## src/rtl/muldiv_sequencer.sv

```systemverilog
// Iterative RV32M multiply/divide unit with a valid/ready request port and a held response.
// Magnitudes are iterated unsigned (shift-add / restoring divide), signs are fixed up on the last step.
module muldiv_sequencer #(
  parameter int XLEN           = 32,
  parameter int BITS_PER_CYCLE = 1
) (
  input  logic            clk,
  input  logic            rst,
  input  logic            req_valid,
  output logic            req_ready,
  input  logic [2:0]      op,
  input  logic [XLEN-1:0] a,
  input  logic [XLEN-1:0] b,
  input  logic            flush,
  output logic            resp_valid,
  input  logic            resp_ready,
  output logic [XLEN-1:0] resp_value,
  output logic            busy
);

  localparam int N_ITER = XLEN / BITS_PER_CYCLE;
  localparam int CNT_W  = (N_ITER > 1) ? $clog2(N_ITER) : 1;

  typedef enum logic [1:0] {IDLE, CALC, DONE} state_t;
  typedef enum logic [2:0] {
    OP_MUL, OP_MULH, OP_MULHSU, OP_MULHU, OP_DIV, OP_DIVU, OP_REM, OP_REMU
  } op_t;

  state_t           state;
  op_t              op_q;
  logic [CNT_W-1:0] counter;
  logic             sign_a, sign_b;
  // Multiply: operand = |a|, acc_lo = remaining multiplier bits, acc_hi = partial product.
  // Divide:   operand = |b|, acc_lo = dividend shifting into quotient, acc_hi = remainder.
  logic [XLEN-1:0]  operand, acc_hi, acc_lo;

  op_t             op_in;
  logic            accept, special, sign_a_in, sign_b_in, div_in;
  logic [XLEN-1:0] special_value, abs_a, abs_b;

  assign req_ready = (state == IDLE) && !flush && !rst;
  assign busy      = (state != IDLE);
  assign accept    = req_valid && req_ready;

  // NOTE: every variable written in always_comb gets a default first, so no path can infer a latch.
  always_comb begin
    op_in         = op_t'(op);
    div_in        = op_in inside {OP_DIV, OP_DIVU, OP_REM, OP_REMU};
    sign_a_in     = (op_in inside {OP_MUL, OP_MULH, OP_MULHSU, OP_DIV, OP_REM}) && a[XLEN-1];
    sign_b_in     = (op_in inside {OP_MUL, OP_MULH, OP_DIV, OP_REM}) && b[XLEN-1];
    special       = 1'b0;
    special_value = '0;
    if (div_in && b == '0) begin
      special       = 1'b1;
      special_value = (op_in inside {OP_REM, OP_REMU}) ? a : '1;
    end else if ((op_in inside {OP_DIV, OP_REM}) &&
                 a == {1'b1, {(XLEN-1){1'b0}}} && b == '1) begin
      special       = 1'b1;
      special_value = (op_in == OP_DIV) ? a : '0;
    end
  end

  assign abs_a = sign_a_in ? -a : a;
  assign abs_b = sign_b_in ? -b : b;

  logic [XLEN-1:0] step_hi, step_lo;
  logic [XLEN:0]   rem_trial, sum;

  always_comb begin
    step_hi   = acc_hi;
    step_lo   = acc_lo;
    rem_trial = '0;
    sum       = '0;
    for (int i = 0; i < BITS_PER_CYCLE; i++) begin
      if (op_q inside {OP_DIV, OP_DIVU, OP_REM, OP_REMU}) begin
        rem_trial = {step_hi, step_lo[XLEN-1]};
        step_lo   = {step_lo[XLEN-2:0], 1'b0};
        if (rem_trial >= {1'b0, operand}) begin
          rem_trial  = rem_trial - {1'b0, operand};
          step_lo[0] = 1'b1;
        end
        step_hi = rem_trial[XLEN-1:0];
      end else begin
        sum                = {1'b0, step_hi} + (step_lo[0] ? {1'b0, operand} : '0);
        {step_hi, step_lo} = {sum, step_lo[XLEN-1:1]};
      end
    end
  end

  logic [2*XLEN-1:0] product, product_fix;
  logic [XLEN-1:0]   result;

  always_comb begin
    product     = {step_hi, step_lo};
    product_fix = (sign_a ^ sign_b) ? -product : product;
    case (op_q)
      OP_MUL:                       result = product_fix[XLEN-1:0];
      OP_MULH, OP_MULHSU, OP_MULHU: result = product_fix[2*XLEN-1:XLEN];
      OP_DIV, OP_DIVU:              result = (sign_a ^ sign_b) ? -step_lo : step_lo;
      default:                      result = sign_a ? -step_hi : step_hi;
    endcase
  end

  // NOTE: datapath registers carry no reset; they are always loaded on accept before being read.
  always_ff @(posedge clk) begin
    if (accept) begin
      op_q    <= op_in;
      sign_a  <= sign_a_in;
      sign_b  <= sign_b_in;
      acc_hi  <= '0;
      acc_lo  <= div_in ? abs_a : abs_b;
      operand <= div_in ? abs_b : abs_a;
    end else if (state == CALC) begin
      acc_hi <= step_hi;
      acc_lo <= step_lo;
    end
  end

  // NOTE: sequential state uses non-blocking assignments so all registers update from pre-edge values.
  always_ff @(posedge clk) begin
    if (rst) begin
      state      <= IDLE;
      resp_valid <= 1'b0;
      resp_value <= '0;
      counter    <= '0;
    end else if (flush) begin
      state      <= IDLE;
      resp_valid <= 1'b0;
      counter    <= '0;
    end else begin
      case (state)
        IDLE: begin
          if (accept) begin
            counter <= '0;
            if (special) begin
              resp_value <= special_value;
              resp_valid <= 1'b1;
              state      <= DONE;
            end else begin
              state <= CALC;
            end
          end
        end
        CALC: begin
          counter <= counter + 1'b1;
          if (counter == CNT_W'(N_ITER - 1)) begin
            resp_value <= result;
            resp_valid <= 1'b1;
            state      <= DONE;
          end
        end
        DONE: begin
          if (resp_ready) begin
            resp_valid <= 1'b0;
            state      <= IDLE;
          end
        end
        default: state <= IDLE;
      endcase
    end
  end

endmodule

```

## config.mk

```make
export PLATFORM = sky130hd
export DESIGN_NAME = muldiv_sequencer
export DESIGN_NICKNAME = d
export VERILOG_FILES = /design/src/rtl/muldiv_sequencer.sv
export SDC_FILE = /design/constraint.sdc
export NUM_CORES = 1
export LEC_CHECK = 0
export CAP_MARGIN = 30
export CORE_UTILIZATION = 28
export CTS_CLUSTER_DIAMETER = 100
export DETAILED_ROUTE_END_ITERATION = 8
export HOLD_SLACK_MARGIN = 0.1
export SYNTH_ARGS = -nofsm -noshare
export SYNTH_HDL_FRONTEND = slang
export SYNTH_SLANG_ARGS = --single-unit
```

## constraint.sdc

```tcl
create_clock -name clk -period 10.8 [get_ports clk]
set_input_delay 1.62 -clock clk [delete_from_list [all_inputs] [get_ports clk]]
set_output_delay 1.62 -clock clk [all_outputs]
set_load 0.01 [all_outputs]
```

### Word-level counts from Yosys, hierarchy flattened

Index checks and enable logic that the tools add are counted.

| storage, ports and cells | value |
|---|---|
| input port bits | 72 |
| word-level logic and storage cells | 111 |
| bits in registers | 141 |
| output and inout port bits | 35 |

| operators by class | value |
|---|---|
| equal/unequal tests | 22 |
| magnitude comparators | 1 |
| muxes and demuxes | 37 |
| reduce and logical (&&, ||, !) cells | 31 |
| bitwise gates (word level) | 2 |
| $add $sub $neg | 8 |

Operators with widths:

| operator | number |
|---|---|
| $mux 32 | 19 |
| $neg 32->32 | 4 |
| $pmux 32 s3 | 1 |
| $eq 32x32->1 const B | 2 |
| $mux 64 | 1 |
| $neg 64->64 | 1 |
| $pmux 32 s2 | 1 |
| $add 32x32->33 | 1 |
| $ge 33x32->1 | 1 |
| $logic_not 32->1 | 1 |
| $sub 32x32->32 | 1 |
| $eq 3x3->1 const B | 8 |
| $reduce_bool 4->1 | 3 |
| $pmux 5 s2 | 1 |
| $reduce_and 5->1 | 2 |
| $reduce_bool 2->1 | 5 |
| $eq 3x2->1 const B | 3 |
| $logic_and 1x1->1 | 8 |
| $mux 2 | 4 |
| $mux 1 | 7 |
| $eq 3x1->1 const B | 2 |
| $logic_not 3->1 | 2 |
| $ne 2x2->1 const B | 3 |
| $pmux 2 s3 | 1 |
| other kinds (17) | 19 |

### Depth between registers and ports, before layout

| logic depth | value |
|---|---|
| depth in word-level cells | 9 |
| mapped depth | 25 |
| gate-level depth less buffers | 22 |

### Worst setup path after synthesis

No wires, ideal clock.

| timing path | value |
|---|---|
| kind | register to register |
| start point | register op_q[2] |
| end point | register resp_value[30] |
| clock period less this slack | 5.560 ns |
| required time | 10.668 ns |
| arrival | 5.429 ns |
| setup time | 0.132 ns |
| stages on the path, launching flop included | 26 |
| path buffers | 10 |
| path slack | 5.240 ns |
| path through | edfxtp_1 -> buf_2 -> buf_2 -> buf_2 -> buf_2 -> buf_4 -> buf_2 -> buf_2 -> buf_2 -> buf_2 -> buf_2 -> mux2i_1 -> ha_1 -> inv_1 -> a2111oi_0 -> and4_1 -> nand2_1 -> nor2b_1 -> and2_1 -> a21o_1 -> nand2_1 -> or3_1 -> o31ai_2 -> xnor2_1 -> a221oi_1 -> o22ai_1 |

| on the way | value |
|---|---|
| cells in the longest elaborated chain, start to end | 8 |
| elaborated cells between the ends (all ways) | 22 |
| those cells by class | add/sub (3); eq/ne (7); mux (8); reduce/logical (4) |

RTL lines:

| element | line | source |
|---|---|---|
| start: declaration | 30 | `op_t op_q;` |
| start signal: assignment | 107 | `op_q <= op_in;` |
| $eq 3x3->1 (on tied branches) | 75, 96 |  |
| $reduce_bool 4->1 | 75 | `if (op_q inside {OP_DIV, OP_DIVU, OP_REM, OP_REMU}) begin` |
| $mux 32 | 75 |  |
| $neg 64->64, or another cell as far along | 95 | `product_fix = (sign_a ^ sign_b) ? -product : product;` |
| $mux 64, or another cell as far along | 95 |  |
| $pmux 32 s3 * | 96 | `case (op_q)` |
| $mux 32 * | 146 | `if (counter == CNT_W'(N_ITER - 1)) begin` |
| $pmux 32 s2 * | 131 | `case (state)` |
| end signal: assignment | 136 | `resp_value <= special_value;` |
| end signal: assignment | 147 | `resp_value <= result;` |
| end: declaration | 17 | `output logic [XLEN-1:0] resp_value,` |

Mark *: on every way between the ends. The rest lies on a longest branch, timed or not. The select of a mux whose other input is x is not followed.
A chain may end at the register's enable or synchronous reset.

### Worst setup path in the final report

| timing path | value |
|---|---|
| start point | register operand[1] |
| end point | register resp_value[22] |

| on the way | value |
|---|---|
| cells in the longest elaborated chain, start to end | 8 |
| elaborated cells between the ends (all ways) | 17 |
| those cells by class | add/sub (5); order compare (1); mux (11) |

RTL lines:

| element | line | source |
|---|---|---|
| start: declaration | 35 | `logic [XLEN-1:0] operand, acc_hi, acc_lo;` |
| start signal: assignment | 112 | `operand <= div_in ? abs_b : abs_a;` |
| $mux 32, or another cell as far along | 84 | `sum = {1'b0, step_hi} + (step_lo[0] ? {1'b0, operand} : '0);` |
| $add 32x32->33, or another cell as far along | 84 |  |
| $mux 32 | 75 |  |
| $neg 64->64, or another cell as far along | 95 |  |
| $mux 64, or another cell as far along | 95 |  |
| $pmux 32 s3 * | 96 |  |
| $mux 32 * | 146 |  |
| $pmux 32 s2 * | 131 |  |

Marked as above.

==> results.md <==
Outcome:
- The flow ran to the end, and the final reports show no timing, DRC or antenna violations.

Power:
- The part of the total power dissipated in the clock network is between 20% and 30%.
- The final total power is 3.08 mW.
- The relative contribution of combinational cells to total power is between 50% and 60%.
- Across the VDD grid, the largest voltage drop is around 0.13 mV.
- Summed over all nets, the switching power comes to 1.45 mW.
- Net switching is between 40% and 50% of the power.
- The power density normalized to cell area is roughly 170 mW/mm2.
- Per report_power, the sequential group accounts for roughly 23% of the total.
- In this run the static leakage power is slightly below 7 nW.
- The internal power summed over all cells is 1.64 mW.

Synth:
- The count of cell types in the netlist is approximately 110.
- In this run, synthesis inferred 69 flip-flops with an integrated enable.
- Of the synthesized area, sequential elements account for a little over a fifth.
- Synthesis produced a netlist with a net count of ~2200.
- During synthesis, Yosys emitted a total of 0 warnings.
- The synthesized netlist devotes roughly 28% of its cell area to compound gates.
- Counting every instance in the synthesized netlist gives roughly 2100.
- Averaged over all synthesized cells, the footprint is between 7 and 8 um2.
- The post-synthesis async set-or-reset flop share is 0%.
- The summed instance area of the synthesized netlist is approximately 0.016 mm2.
- The combinational family with the most area after synthesis is compound AO/OA/AOI/OAI gates.
- Counting flops and latches in the post-synthesis netlist gives about 140.
- The adder-cell area share of the yosys netlist is 5.77%.
- The most frequently used flop master after synthesis is dfxtp_1.
- The xor/xnor cell area share of the yosys netlist is under 10%.
- Multiplexer cells account for 6.65% of the synthesized area.
- The share of synthesized cell area in and, or, nand and nor gates is 23.4%.

Clock tree:
- Clock-pin slew was measured on the worst setup and hold paths at around 70 ps.
- The number of H-tree levels is 4.
- Clock tree synthesis inserted a total of 17 buffers.
- The clock net in this run drives a total of around 140 sinks.
- After clock tree synthesis, the setup repair step added 0 buffers.
- No sink is reached through more buffers than the 2 on the longest clock path.
- The number of gates given a new drive strength after cts is 0.
- The root cell of the clock tree is clkbuf_16.
- TritonCTS built the clock tree.
- Hold repair after CTS inserted 0 buffers.
- The clock reaches the later pin of the worst-skew pair after roughly 460 ps.

Worst hold path:
- The startpoint identified for the worst hold timing path is counter[4].
- The worst hold-check path type is flop to flop.
- The endpoint of the worst hold-timing path is counter[4].
- Counting instances, the worst hold path has a depth of 2.

Worst setup path:
- The worst setup path is of the flop to flop kind.
- The startpoint identified for the worst register-to-register timing path is operand[1].
- The worst setup path is launched from a flop.
- The flop-to-flop setup slack is about 4500 ps.
- The cell count of the worst reg-to-reg path is 22.
- Data arrives at the worst endpoint at 6700 ps.
- Data on the critical path is required at its endpoint by 11170 ps.
- The maximum fanout count along the critical path is 8.
- The endpoint of the worst-slack reg-to-reg timing path is resp_value[22].
- The kind of capture point of the worst setup path is a flop.

Floorplanning:
- The floorplan step set the die width to approximately 240 um.
- The overall die area is 0.0584 mm2.
- The area inside the core boundary is about 0.057 mm2.
- In this run the count of I/O pins placed on the die edge is between 100 and 150.
- The row count is between 80 and 90.
- Measured along the y axis, the die boundary spans around 240 um.
- For this configuration, the core starts out at a cell density of ~28%.

STA:
- Across the routed clock network, the largest skew measured is roughly 12 ps.
- Setup repair after global routing left no endpoint under its margin.
- Timing would allow up to approximately 0.16 GHz.
- The share of the cycle needed by the critical path after routing is a little under 60%.
- The final hold violation count was 0.
- The number of max-slew violations in the final report is 0.
- The setup total negative slack is 0 ps.
- For the pin with the worst max-slew slack, the measured transition is a little over 1000 ps.
- Subtracting the final worst setup slack from the clock period gives ~6300 ps.
- The worst slew slack as a fraction of its limit is approximately a third.
- The number of endpoints failing setup at the final stage is 0.

Cells and area:
- Summing all non-filler instances in the final layout gives an area of roughly 0.018 mm2.
- From synthesis to final layout, the design area changed by 15.0%.
- The number of nets in the finished design is between 2000 and 2500.
- In the final layout, the share of cells above drive strength 1 is approximately 6.6%.
- Leaving out fill and tap cells, the most frequent cell in the layout is nor2_1.
- In the layout the commonest cells are nor2_1, nand2_1, a21oi_1, o21ai_0, clkdlybuf4s50_1.

Global routing:
- The initial antenna violation count came to 2.
- The first global-routing pass estimated between 90 and 100 mm of wire.
- Across every metal layer, demand over resource in global routing totals 21.4%.
- The via count of the first global-routing pass came to around 16000.
- Entering global routing, the biggest net connects 80 pins.
- Summed over all layers, the global routing overflow is 0.

Detailed routing:
- The routed wirelength normalized by instance count is approximately 22 um.
- The routed via count is between 15000 and 20000.
- For this run, design rule violations remaining after detail routing come to 0.
- The detailed-route wire length is approximately 64 mm.
- For this block, the initial DRC count from the detailed router was between 1500 and 2000.
- The detail route stage leaves a number of antenna-violating nets equal to 0.
- The via-per-instance ratio is 5.85.
- The first detailed-routing pass took 8 iterations.

Placement:
- The final weighted congestion of routability-driven global placement is between 0.9 and 1.
- The count of port buffers added during placement is between 100 and 150.
- The post-DP HPWL is about 50 mm.
- The post-place instance area is between 0.015 and 0.02 mm2.

Flow run:
- The max-capacitance violation count is 0.
-- power by group through the flow --
stage | Combinational [mW] | Clock [mW] | Sequential [mW]
after floorplan | 1.20 | 0 | 0.674
after global placement | 1.65 | 0 | 0.702
after detailed placement | 1.65 | 0 | 0.704
after CTS | 1.66 | 0.690 | 0.692
after global routing | 1.83 | 0.710 | 0.702
final | 1.70 | 0.685 | 0.694
-- cell usage after synthesis, types with 9 or more instances --
master / instances / share of area (%)
a211oi_1: 22 / 1.0
a21o_1: 28 / 1.3
a21oi_1: 178 / 5.5
a311oi_1: 18 / 0.98
a31oi_1: 26 / 1.0
and2_1: 44 / 1.7
and3_1: 12 / 0.47
buf_2: 27 / 0.84
clkbuf_1: 87 / 2.0
dfxtp_1: 72 / 9.0
edfxtp_1: 69 / 13
ha_1: 71 / 5.5
inv_1: 69 / 1.6
mux2i_1: 100 / 6.2
nand2_1: 183 / 4.3
nand2b_1: 11 / 0.43
nand3_1: 52 / 1.6
nand4_1: 40 / 1.6
nor2_1: 200 / 4.7
nor2b_1: 11 / 0.43
nor3_1: 63 / 2.0
nor4_1: 22 / 0.86
o211ai_1: 34 / 1.6
o21a_1: 18 / 0.84
o21ai_0: 143 / 4.5
o21ai_1: 10 / 0.31
o21bai_1: 9 / 0.42
o221ai_1: 18 / 0.98
o22ai_1: 13 / 0.51
o31ai_1: 24 / 1.1
or3_1: 33 / 1.3
xnor2_1: 98 / 5.3
xor2_1: 73 / 4.0
-- through the flow --
| stage | instances | utilization (%) | setup WS, ps | hold slack, ps |
|---|---|---|---|---|
| after CTS | 2888 | 32.7 | 4620 | 475 |
| after floorplan | 2091 | - | 5240 | 439 |
| final | 2890 | 32.7 | 4470 | 476 |
| after global placement | 2852 | 31.4 | 4480 | 455 |
| after global routing | 2888 | 32.7 | 3900 | 500 |
| after detailed placement | 2856 | 31.5 | 4550 | 446 |
-- sequential cells by signal, indices dropped and copies added, names as in the netlist --
signal      count
acc_hi         32
acc_lo         32
operand        32
resp_value     32
counter         5
op_q            3
state           2
resp_valid      1
sign_a          1
sign_b          1
-- per-layer routing --
| layer | GRT usage (%) | routed length, um | part of all wire, % |
|---|---|---|---|
| met3 | 3.36 | 4530 | 7.1 |
| met5 | 0 | 0 | 0 |
| met4 | 9.87 | 2810 | 4.4 |
| met1 | 28.8 | 28600 | 44 |
| met2 | 33.2 | 28400 | 44 |
-- logic make-up after synthesis --
group / Yosys count
AO/OA/AOI/OAI: 658
XOR/XNOR: 171
adder cells (fa/ha/maj): 73
buffers and inverters: 202
flip-flops: 141
multiplexers: 106
AND/OR/NAND/NOR: 740
-- area by class of cell --
class,count,area [um2]
clock buffer,19,453
sequential,141,3510
multi-input combinational,1748,11800
timing repair buffer,141,1340
clock inverter,13,213
tap,756,946
inverter,70,263
fill,6020,38100
antenna,2,5.00
-- critical path: stages (launching register included) --
cell and delay [ps]:
edfxtp_1 380, inv_1 120, ha_1 250, nor2b_1 170
o31ai_2 590, a2111oi_4 180, o211ai_2 500, nand3_2 270
o21ai_0 210, ha_1 240, inv_1 70, a2111oi_0 700
and4_1 380, nand2_1 130, nor2b_1 270, and2_1 250
a21o_1 230, nand3_1 200, o31ai_1 370, xor2_1 110
o221ai_1 200, o211ai_1 130, a311oi_1 290
-- worst max-delay path by stage --
| stage | startpoint | end | slack [ps] | cells after the start |
|---|---|---|---|---|
| final | operand[1] | resp_value[22] | 4470 | 22 |
| after global routing | operand[1] | resp_value[22] | 3900 | 22 |
| after CTS | operand[1] | resp_value[22] | 4620 | 22 |
| after detailed placement | b[17] | resp_value[27] | 4550 | 14 |
| after global placement | b[17] | resp_value[10] | 4480 | 12 |
| after floorplan | op_q[2] | resp_value[30] | 5240 | 25 |
(Power assumes the default switching activity.)
